`config.mk`:
```
export PLATFORM = sky130hd
export DESIGN_NAME = axis_router_flat
export DESIGN_NICKNAME = d
export VERILOG_FILES = /design/src/rtl/axis_router_if.sv /design/src/rtl/axis_router.sv /design/src/flat_wrapper.sv
export SDC_FILE = /design/constraint.sdc
export NUM_CORES = 1
export LEC_CHECK = 0
export BUFFER_PORTS_ARGS = -buffer_cell sky130_fd_sc_hd__buf_2
export CORE_ASPECT_RATIO = 0.9
export CORE_MARGIN = 2
export CORE_UTILIZATION = 45
export CTS_BUF_LIST = sky130_fd_sc_hd__clkbuf_4
export DETAILED_ROUTE_END_ITERATION = 12
export PLACE_DENSITY_LB_ADDON = 0.08
export SLEW_MARGIN = 20
export SYNTH_ARGS = -nofsm -noshare
export SYNTH_HDL_FRONTEND = slang
export SYNTH_SLANG_ARGS = --single-unit
```
`constraint.sdc`:
```
create_clock -name axis_aclk -period 4 [get_ports axis_aclk]
set_input_delay 0.6 -clock axis_aclk [delete_from_list [all_inputs] [get_ports axis_aclk]]
set_output_delay 0.6 -clock axis_aclk [all_outputs]
set_load 0.1 [all_outputs]
```
`src/rtl/axis_router_if.sv`:
```
// AXI-Stream link bundle shared by the router's ingress and egress ports.
interface axis_router_if #(
  parameter int unsigned DATA_WIDTH = 32
);
  logic [DATA_WIDTH-1:0] tdata;
  logic                  tvalid;
  logic                  tready;
  logic                  tlast;
  logic                  tdest;

  // Source side: drives the payload, observes ready.
  modport master (output tdata, output tvalid, output tlast, output tdest, input tready);
  // Sink side: observes the payload, drives ready.
  modport slave  (input tdata, input tvalid, input tlast, input tdest, output tready);
endinterface

```
`src/rtl/axis_router.sv`:
```
// 1:2 AXI-Stream packet router: whole packets are steered to port A or B by the
// tdest of their first beat, through a 2-entry ingress buffer and per-port output registers.
module axis_router #(
  parameter int unsigned DATA_WIDTH = 32,
  parameter int unsigned CNT_WIDTH  = 16
) (
  input  logic                 axis_aclk,
  input  logic                 axis_aresetn,
  axis_router_if.slave         s0,
  axis_router_if.master        m0a,
  axis_router_if.master        m0b,
  output logic [CNT_WIDTH-1:0] pkt_cnt_a,
  output logic [CNT_WIDTH-1:0] pkt_cnt_b
);

  typedef struct packed {
    logic                  tdest;
    logic                  tlast;
    logic [DATA_WIDTH-1:0] tdata;
  } beat_t;

  typedef enum logic [1:0] {
    ST_SOP,
    ST_LOCK_A,
    ST_LOCK_B
  } state_t;

  state_t                state_q, state_d;
  beat_t                 buf_q [2];
  beat_t                 buf_d [2];
  logic                  wr_ptr_q, wr_ptr_d;
  logic                  rd_ptr_q, rd_ptr_d;
  logic [1:0]            count_q, count_d;
  logic                  s_ready_q, s_ready_d;
  logic                  a_valid_q, a_valid_d;
  logic                  b_valid_q, b_valid_d;
  beat_t                 a_beat_q, a_beat_d;
  beat_t                 b_beat_q, b_beat_d;
  logic [CNT_WIDTH-1:0]  cnt_a_q, cnt_a_d;
  logic [CNT_WIDTH-1:0]  cnt_b_q, cnt_b_d;

  beat_t                 head;
  logic                  head_valid;
  logic                  head_to_b;
  logic                  a_free;
  logic                  b_free;
  logic                  push;
  logic                  pop;

  // Routing decision, buffer bookkeeping, output register loads and packet FSM.
  always_comb begin
    state_d    = state_q;
    buf_d      = buf_q;
    wr_ptr_d   = wr_ptr_q;
    rd_ptr_d   = rd_ptr_q;
    a_valid_d  = a_valid_q;
    b_valid_d  = b_valid_q;
    a_beat_d   = a_beat_q;
    b_beat_d   = b_beat_q;
    cnt_a_d    = cnt_a_q;
    cnt_b_d    = cnt_b_q;

    head       = buf_q[rd_ptr_q];
    head_valid = (count_q != 2'd0);
    push       = s0.tvalid && s_ready_q;
    a_free     = !a_valid_q || m0a.tready;
    b_free     = !b_valid_q || m0b.tready;

    // Locked states ignore tdest on continuation beats.
    case (state_q)
      ST_LOCK_A: head_to_b = 1'b0;
      ST_LOCK_B: head_to_b = 1'b1;
      default:   head_to_b = head.tdest;
    endcase

    // Head-of-line: only the head may move, and only into its own port.
    pop = head_valid && (head_to_b ? b_free : a_free);

    if (push) begin
      buf_d[wr_ptr_q] = '{tdest: s0.tdest, tlast: s0.tlast, tdata: s0.tdata};
      wr_ptr_d        = !wr_ptr_q;
    end
    if (pop) begin
      rd_ptr_d = !rd_ptr_q;
    end
    count_d   = count_q + 2'(push) - 2'(pop);
    s_ready_d = (count_d < 2'd2);

    if (m0a.tready) begin
      a_valid_d = 1'b0;
    end
    if (m0b.tready) begin
      b_valid_d = 1'b0;
    end
    if (pop && !head_to_b) begin
      a_valid_d = 1'b1;
      a_beat_d  = '{tdest: 1'b0, tlast: head.tlast, tdata: head.tdata};
    end
    if (pop && head_to_b) begin
      b_valid_d = 1'b1;
      b_beat_d  = '{tdest: 1'b1, tlast: head.tlast, tdata: head.tdata};
    end

    if (pop) begin
      case (state_q)
        ST_SOP: begin
          if (!head.tlast) begin
            state_d = head.tdest ? ST_LOCK_B : ST_LOCK_A;
          end
        end
        default: begin
          if (head.tlast) begin
            state_d = ST_SOP;
          end
        end
      endcase
    end

    if (a_valid_q && m0a.tready && a_beat_q.tlast) begin
      cnt_a_d = cnt_a_q + CNT_WIDTH'(1);
    end
    if (b_valid_q && m0b.tready && b_beat_q.tlast) begin
      cnt_b_d = cnt_b_q + CNT_WIDTH'(1);
    end
  end

  // State, buffer and output registers; reset discards any buffered beats.
  always_ff @(posedge axis_aclk or negedge axis_aresetn) begin
    if (!axis_aresetn) begin
      state_q   <= ST_SOP;
      for (int i = 0; i < 2; i++) begin
        buf_q[i] <= '0;
      end
      wr_ptr_q  <= 1'b0;
      rd_ptr_q  <= 1'b0;
      count_q   <= 2'd0;
      s_ready_q <= 1'b0;
      a_valid_q <= 1'b0;
      b_valid_q <= 1'b0;
      a_beat_q  <= '0;
      b_beat_q  <= '0;
      cnt_a_q   <= '0;
      cnt_b_q   <= '0;
    end else begin
      state_q   <= state_d;
      buf_q     <= buf_d;
      wr_ptr_q  <= wr_ptr_d;
      rd_ptr_q  <= rd_ptr_d;
      count_q   <= count_d;
      s_ready_q <= s_ready_d;
      a_valid_q <= a_valid_d;
      b_valid_q <= b_valid_d;
      a_beat_q  <= a_beat_d;
      b_beat_q  <= b_beat_d;
      cnt_a_q   <= cnt_a_d;
      cnt_b_q   <= cnt_b_d;
    end
  end

  assign s0.tready  = s_ready_q;
  assign m0a.tvalid = a_valid_q;
  assign m0a.tdata  = a_beat_q.tdata;
  assign m0a.tlast  = a_beat_q.tlast;
  assign m0a.tdest  = a_beat_q.tdest;
  assign m0b.tvalid = b_valid_q;
  assign m0b.tdata  = b_beat_q.tdata;
  assign m0b.tlast  = b_beat_q.tlast;
  assign m0b.tdest  = b_beat_q.tdest;
  assign pkt_cnt_a  = cnt_a_q;
  assign pkt_cnt_b  = cnt_b_q;

endmodule
```
`src/flat_wrapper.sv`:
```
// flat-port wrapper written by rule: the top's interface ports become plain ports
module axis_router_flat 
#(
  parameter int unsigned DATA_WIDTH = 32,
  parameter int unsigned CNT_WIDTH  = 16
)
  (axis_aclk, axis_aresetn, pkt_cnt_a, pkt_cnt_b, s0_tdata, s0_tvalid, s0_tlast, s0_tdest, s0_tready, m0a_tdata, m0a_tvalid, m0a_tlast, m0a_tdest, m0a_tready, m0b_tdata, m0b_tvalid, m0b_tlast, m0b_tdest, m0b_tready);
  axis_router_if #(.DATA_WIDTH(DATA_WIDTH)) s0_i ();
  axis_router_if #(.DATA_WIDTH(DATA_WIDTH)) m0a_i ();
  axis_router_if #(.DATA_WIDTH(DATA_WIDTH)) m0b_i ();
  input  logic axis_aclk;
  input  logic axis_aresetn;
  output logic [CNT_WIDTH-1:0] pkt_cnt_a;
  output logic [CNT_WIDTH-1:0] pkt_cnt_b;
  input wire logic [$bits(s0_i.tdata)-1:0] s0_tdata;
  input wire logic [$bits(s0_i.tvalid)-1:0] s0_tvalid;
  input wire logic [$bits(s0_i.tlast)-1:0] s0_tlast;
  input wire logic [$bits(s0_i.tdest)-1:0] s0_tdest;
  output wire logic [$bits(s0_i.tready)-1:0] s0_tready;
  output wire logic [$bits(m0a_i.tdata)-1:0] m0a_tdata;
  output wire logic [$bits(m0a_i.tvalid)-1:0] m0a_tvalid;
  output wire logic [$bits(m0a_i.tlast)-1:0] m0a_tlast;
  output wire logic [$bits(m0a_i.tdest)-1:0] m0a_tdest;
  input wire logic [$bits(m0a_i.tready)-1:0] m0a_tready;
  output wire logic [$bits(m0b_i.tdata)-1:0] m0b_tdata;
  output wire logic [$bits(m0b_i.tvalid)-1:0] m0b_tvalid;
  output wire logic [$bits(m0b_i.tlast)-1:0] m0b_tlast;
  output wire logic [$bits(m0b_i.tdest)-1:0] m0b_tdest;
  input wire logic [$bits(m0b_i.tready)-1:0] m0b_tready;
  assign s0_i.tdata = s0_tdata;
  assign s0_i.tvalid = s0_tvalid;
  assign s0_i.tlast = s0_tlast;
  assign s0_i.tdest = s0_tdest;
  assign s0_tready = s0_i.tready;
  assign m0a_tdata = m0a_i.tdata;
  assign m0a_tvalid = m0a_i.tvalid;
  assign m0a_tlast = m0a_i.tlast;
  assign m0a_tdest = m0a_i.tdest;
  assign m0a_i.tready = m0a_tready;
  assign m0b_tdata = m0b_i.tdata;
  assign m0b_tvalid = m0b_i.tvalid;
  assign m0b_tlast = m0b_i.tlast;
  assign m0b_tdest = m0b_i.tdest;
  assign m0b_i.tready = m0b_tready;
  axis_router #(.DATA_WIDTH(DATA_WIDTH), .CNT_WIDTH(CNT_WIDTH)) u_core (.axis_aclk(axis_aclk), .axis_aresetn(axis_aresetn), .s0(s0_i), .m0a(m0a_i), .m0b(m0b_i), .pkt_cnt_a(pkt_cnt_a), .pkt_cnt_b(pkt_cnt_b));
endmodule
```
# Word level (Yosys, flattened, before mapping)
# Cells that the tools add are included.
[totals]
regBits = 176
inputBits = 39
out_inout_bits = 103
wordCells = 71
[classes]
n_addsub = 4
order_cmp = 4
n_eq_ne = 3
mux = 16
bitwise = 2
reduce_logical = 22
[ops]
columns = ["op", "count"]
rows = [
  ["34-bit 2-to-1 mux", 4],
  ["68-bit bitwise mux", 1],
  ["34-bit demux with 1-bit select", 1],
  ["16-bit by 1-bit adder with 16-bit output (second input constant)", 2],
  ["1-bit logical AND", 9],
  ["2-bit 2-to-1 mux", 4],
  ["2-bit nonzero test", 4],
  ["1-bit logical NOT", 5],
  ["1-bit 2-to-1 mux", 5],
  ["2-bit >= comparator (second input constant)", 2],
  ["1-bit inverter with 2-bit output", 2],
  ["3-bit AND reduction", 1],
  ["2-bit by 1-bit adder with 2-bit output", 1],
  ["2-bit by 1-bit == test with 1-bit output (second input constant)", 1],
  ["2-bit == test (second input constant)", 1],
  ["2-bit logical NOT", 1],
  ["1-bit logical OR", 2],
  ["2-bit by 1-bit less-than comparator with 1-bit output (second input constant)", 1],
  ["2-bit less-than comparator (second input constant)", 1],
  ["2-bit != test (second input constant)", 1],
  ["1-bit one-hot mux with 2 select lines", 1],
  ["2-bit by 1-bit subtractor with 2-bit output", 1],
]

# Longest topological paths before layout
[depth]
depth_word = 9
depth_mapped = 10

# Least setup slack after synthesis
# OpenSTA, ideal clock, no wires.
[synth_path]
path_type = "register to register"
from = "reg u_core.b_valid_q (netlist: u_core.m0b.tvalid)"
to = "reg u_core.cnt_b_q[9] (netlist: u_core.pkt_cnt_b[9])"
setup_ps = 159
t_arrival_ps = 2084
t_required_ps = 3841
setup_slack_ps = 1757
path_stages_with_launch = 7
synth_period_minus_slack_ps = 2243
cell_sequence = "dfrtp_1 -> and3_1 -> clkbuf_1 -> and4_1 -> and2_1 -> nand3_1 -> xnor2_1"
[synth_between]
elab_chain_len = 2
[synth_rtl]
columns = ["item", "line_no", "source"]
rows = [
  ["start: declaration", "axis_router.sv:36", "logic b_valid_q, b_valid_d;"],
  ["start signal: assignment", "axis_router.sv:152", "b_valid_q <= b_valid_d;"],
  ["1-bit logical AND (2 in a row)", "axis_router.sv:122", "if (b_valid_q && m0b.tready && b_beat_q.tlast) begin"],
  ["end signal: assignment", "axis_router.sv:156", "cnt_b_q <= cnt_b_d;"],
  ["end: declaration", "axis_router.sv:40", "logic [CNT_WIDTH-1:0] cnt_b_q, cnt_b_d;"],
]
# No other way between the ends.
# A chain may end at the register's enable or synchronous reset.

# Worst setup path in the final report
[layout_path]
from = "reg u_core.state_q[0]"
to = "reg u_core.b_beat_q (netlist bit u_core.m0b.tdata[23])"
[layout_between]
elab_chain_len = 5
elab_cells_between_ends = 6
cone_classes = "eq/ne: 2; mux: 2; reduce/logical: 2"
[layout_rtl]
columns = ["item", "line_no", "source"]
rows = [
  ["start: declaration", "axis_router.sv:28", "state_t state_q, state_d;"],
  ["start signal: assignment", "axis_router.sv:145", "state_q <= state_d;"],
  ["2-bit == test or 2-bit by 1-bit == test with 1-bit output (tied branches)", "axis_router.sv:70", "case (state_q)"],
  ["1-bit one-hot mux with 2 select lines *", "axis_router.sv:70", ""],
  ["1-bit 2-to-1 mux", "axis_router.sv:77", "pop = head_valid && (head_to_b ? b_free : a_free);"],
  ["1-bit logical AND", "axis_router.sv:77", ""],
  ["1-bit logical AND *", "axis_router.sv:99", "if (pop && head_to_b) begin"],
  ["end signal: assignment", "axis_router.sv:154", "b_beat_q <= b_beat_d;"],
  ["end: declaration", "axis_router.sv:38", "beat_t b_beat_q, b_beat_d;"],
]
# Mark *: on every way between the ends. The rest lies on a longest branch, timed or not.

==> results.json <==
{
  "status": "completed",
  "io_pins": 142,
  "cts_resized": 0,
  "number_of_unique_standard_cell_types_used_by_synthesis": 33,
  "post_synth_inst_count": 567,
  "grt_max_degree": 94,
  "mappedNetlistArea_sq_um": 7100,
  "setup_repair_after_global_routing_missed_its_margin": "no",
  "timing.critical_path.slowest_stage_cell": "and2_2",
  "ys_ff_latch": 176,
  "post-dp-hpwl_mm": 9.22,
  "yosysMostFrequentCell": "dfrtp_1",
  "timing.reg2reg.worst_path_depth": 7,
  "cts_tree": "built",
  "yosysSeqAreaShare_pct": 62.0,
  "critical_path_required_ns": 4.46,
  "critical_path.max_stage_delay_ns": 0.77,
  "crit_arrival_ns": 2.92,
  "synth-warning-count": 0,
  "fin_setup_tns_ns": 0,
  "clock_skew_ns": 0.0263,
  "synth_top_cells_by_area": "dfrtp_1 (62%), mux2_2 (11%), mux2i_1 (4.9%)",
  "yosys.area.top_type": "dfrtp_1",
  "global_routing_usage_summed_across_all_routing_layers_pct": 18.0,
  "synthesized_area_per_cell_sq_um": 12.5,
  "worst_slew_pin_slew_ns": 1.05,
  "grt_pass1_vias": 4680,
  "setup.worst_path.end_class": "flop",
  "maxCapViolCount": 0,
  "origin_of_the_critical_flop_to_flop_path": "u_core.state_q[0]",
  "clock_sink_count": 176,
  "antenna_violations_before_repair": 3,
  "route.final.wire_length_mm": 14.4,
  "postCtsHoldBufs": 0,
  "report.final.hold_viol_count": 0,
  "grt_first_pass_wirelength_mm": 23.2,
  "initialDrtViolationCount": 232,
  "port-buffer-count": 140,
  "clock_tree.root_cell": "clkbuf_4",
  "synth-main-ff-cell": "dfrtp_1",
  "place.gp.congestion": 0.749,
  "cts-buffers-inserted": 17,
  "final_nets": 743,
  "critical_path.startpoint_type": "flop",
  "synth_edf_count": 0,
  "syn_to_final_growth_pct": 15.9,
  "die_area_sq_um": 16800,
  "drc": 0,
  "htreeDepth": 4,
  "dieHeight_microns": 123,
  "remaining_antenna_violation_count": 0,
  "finalSetupViolCount": 0,
  "cts.repair_timing.setup_buffer_count": 0,
  "drt-wirelength-per-cell_microns": 15.8,
  "finalCritPeriodShare_pct": 61.4,
  "drt_pre_antenna_iters": 4,
  "maxSlewHeadroom_pct": 30.0,
  "final-max-slew-violation-count": 0,
  "synth_top_area_share_pct": 62.0,
  "async_reset_ff_share_pct": 100,
  "crit_path_max_fanout": 47,
  "worstPathCellList": "inv_1 -> ha_1 -> o21ai_2 -> and2_2 -> buf_4 -> nor2_1 -> a21oi_1",
  "post_syn_nets": 611,
  "ctsLongestPathBuffers": 2,
  "worstSetupStartpoint": "u_core.state_q[0]",
  "vias_per_cell": 5.04,
  "post-route-min-period_ns": 2.46,
  "routed-via-count": 4616,
  "globalRouteOverflowTotal": 0,
  "maxClockFrequency_mhz": 407,
  "hold_path_class": "in2async",
  "dieWidth_microns": 136,
  "top_cells_by_count_synth": "dfrtp_1 (176), mux2_2 (71), nand2_1 (51)",
  "placeableCoreArea_sq_um": 15400,
  "ratio_of_cells_with_drive_above_1_in_the_final_layout_pct": 35.1,
  "clk-insertion-delay-late_ns": 0.56,
  "floorplan.rows": 43,
  "initial_utilization_pct": 46.0,
  "clkSlewWorstSetupHoldPaths_ns": 0.14,
  "timing_worst_setup_path_type": "reg2reg"
}
[registers in the layout, indices dropped and copies added, names as in the netlist]
register / count
u_core.m0b.tvalid: 1
u_core.s0.tready: 1
u_core.m0b.tdest: 1
u_core.buf_q: 68
u_core.m0a.tdata: 32
u_core.m0a.tvalid: 1
u_core.wr_ptr_q: 1
u_core.pkt_cnt_a: 16
u_core.m0b.tdata: 32
u_core.pkt_cnt_b: 16
u_core.m0b.tlast: 1
u_core.rd_ptr_q: 1
u_core.state_q: 2
u_core.count_q: 2
u_core.m0a.tlast: 1
[per-stage QoR]
step / setup WS, ns / instances / cell area (sq um) / utilization, % / hold slack [ns]
after floorplan: 1.76 / 567 / 7100 / - / 0.304
after global placement: 1.38 / 882 / 7950 / 51.5 / 0.447
after detailed placement: 1.58 / 882 / 7960 / 51.5 / 0.455
after CTS: 1.53 / 914 / 8230 / 53.3 / 0.0997
after global routing: 1.38 / 915 / 8230 / 53.3 / 0.105
final: 1.54 / 915 / 8230 / 53.3 / 0.0999
[layout by cell type (no fill, tap or decap), types with 2 or more instances in the layout]
cell,n
a211o_1,2
a21oi_1,34
and2_1,4
and3_1,8
and4_1,4
buf_2,139
buf_4,2
bufinv_16,2
clkbuf_4,17
clkinv_1,2
clkinv_2,5
clkinv_4,2
clkinvlp_4,2
dfrtp_1,175
ha_1,5
inv_1,5
inv_6,2
mux2_2,71
mux2i_1,35
nand2_1,50
nand2b_1,3
nand3_1,10
nand4_1,7
nor2_1,38
nor2b_1,2
nor3_1,3
o21ai_0,16
o21ai_1,20
xnor2_1,24
xor2_1,10
[critical path: cells and delay by family (launching register included)]
family	cells	cell delay, ns
buffers and inverters	2	0.43
AOI/OAI and AO/OA	2	0.37
and+or+nand+nor	2	0.83
adders and majority gates	1	0.32
DFF	1	0.39
[routing by layer]
metal / GRT usage, % / wire length [microns] / part of all wire [%] / up-vias
li1: - / - / - / 2207
met1: 23.2 / 6630 / 46 / 2295
met2: 29.1 / 6760 / 47 / 99
met5: 0 / 13 / 0.090 / -
met3: 5.95 / 861 / 6.0 / 13
met4: 5.66 / 153 / 1.1 / 2
[layout make-up]
type	count	area (sq um)
tap	202	253
fill	1374	7210
multi-input combinational	356	2540
antenna	1	2.50
sequential	176	4410
clock inverter	15	143
clock buffer	17	128
inverter	5	18.8
timing repair buffer	143	742
[worst paths after layout]
| kind | end | slack, ns |
|---|---|---|
| max | u_core.m0b.tdata[23] | 1.54 |
| min | u_core.pkt_cnt_a[13] | 0.1 |
| max reg2reg | u_core.m0b.tdata[23] | 1.54 |
| min reg2reg | u_core.pkt_cnt_a[15] | 0.47 |
| max in group asynchronous | u_core.buf_q[67] | 2.93 |
| min in group axis_aclk | u_core.buf_q[27] | 0.28 |
[cells by family (layout without fill, tap and decap cells)]
logic type / Yosys count / count (layout) / synth area share [%]
and+or+nand+nor: 134 / 134 / 8.60
DFF: 176 / 176 / 62.0
other: 1 / 2 / 0.0528
AOI/OAI and AO/OA: 76 / 76 / 5.66
muxes: 106 / 106 / 16.2
buffers and inverters: 35 / 180 / 2.40
xor gates and xnor gates: 34 / 34 / 4.19
adders and majority gates: 5 / 5 / 0.881
Power is left out: the tool's default activity adds up to more than one toggle a clock period on the data nets, which glitch-free logic cannot reach.
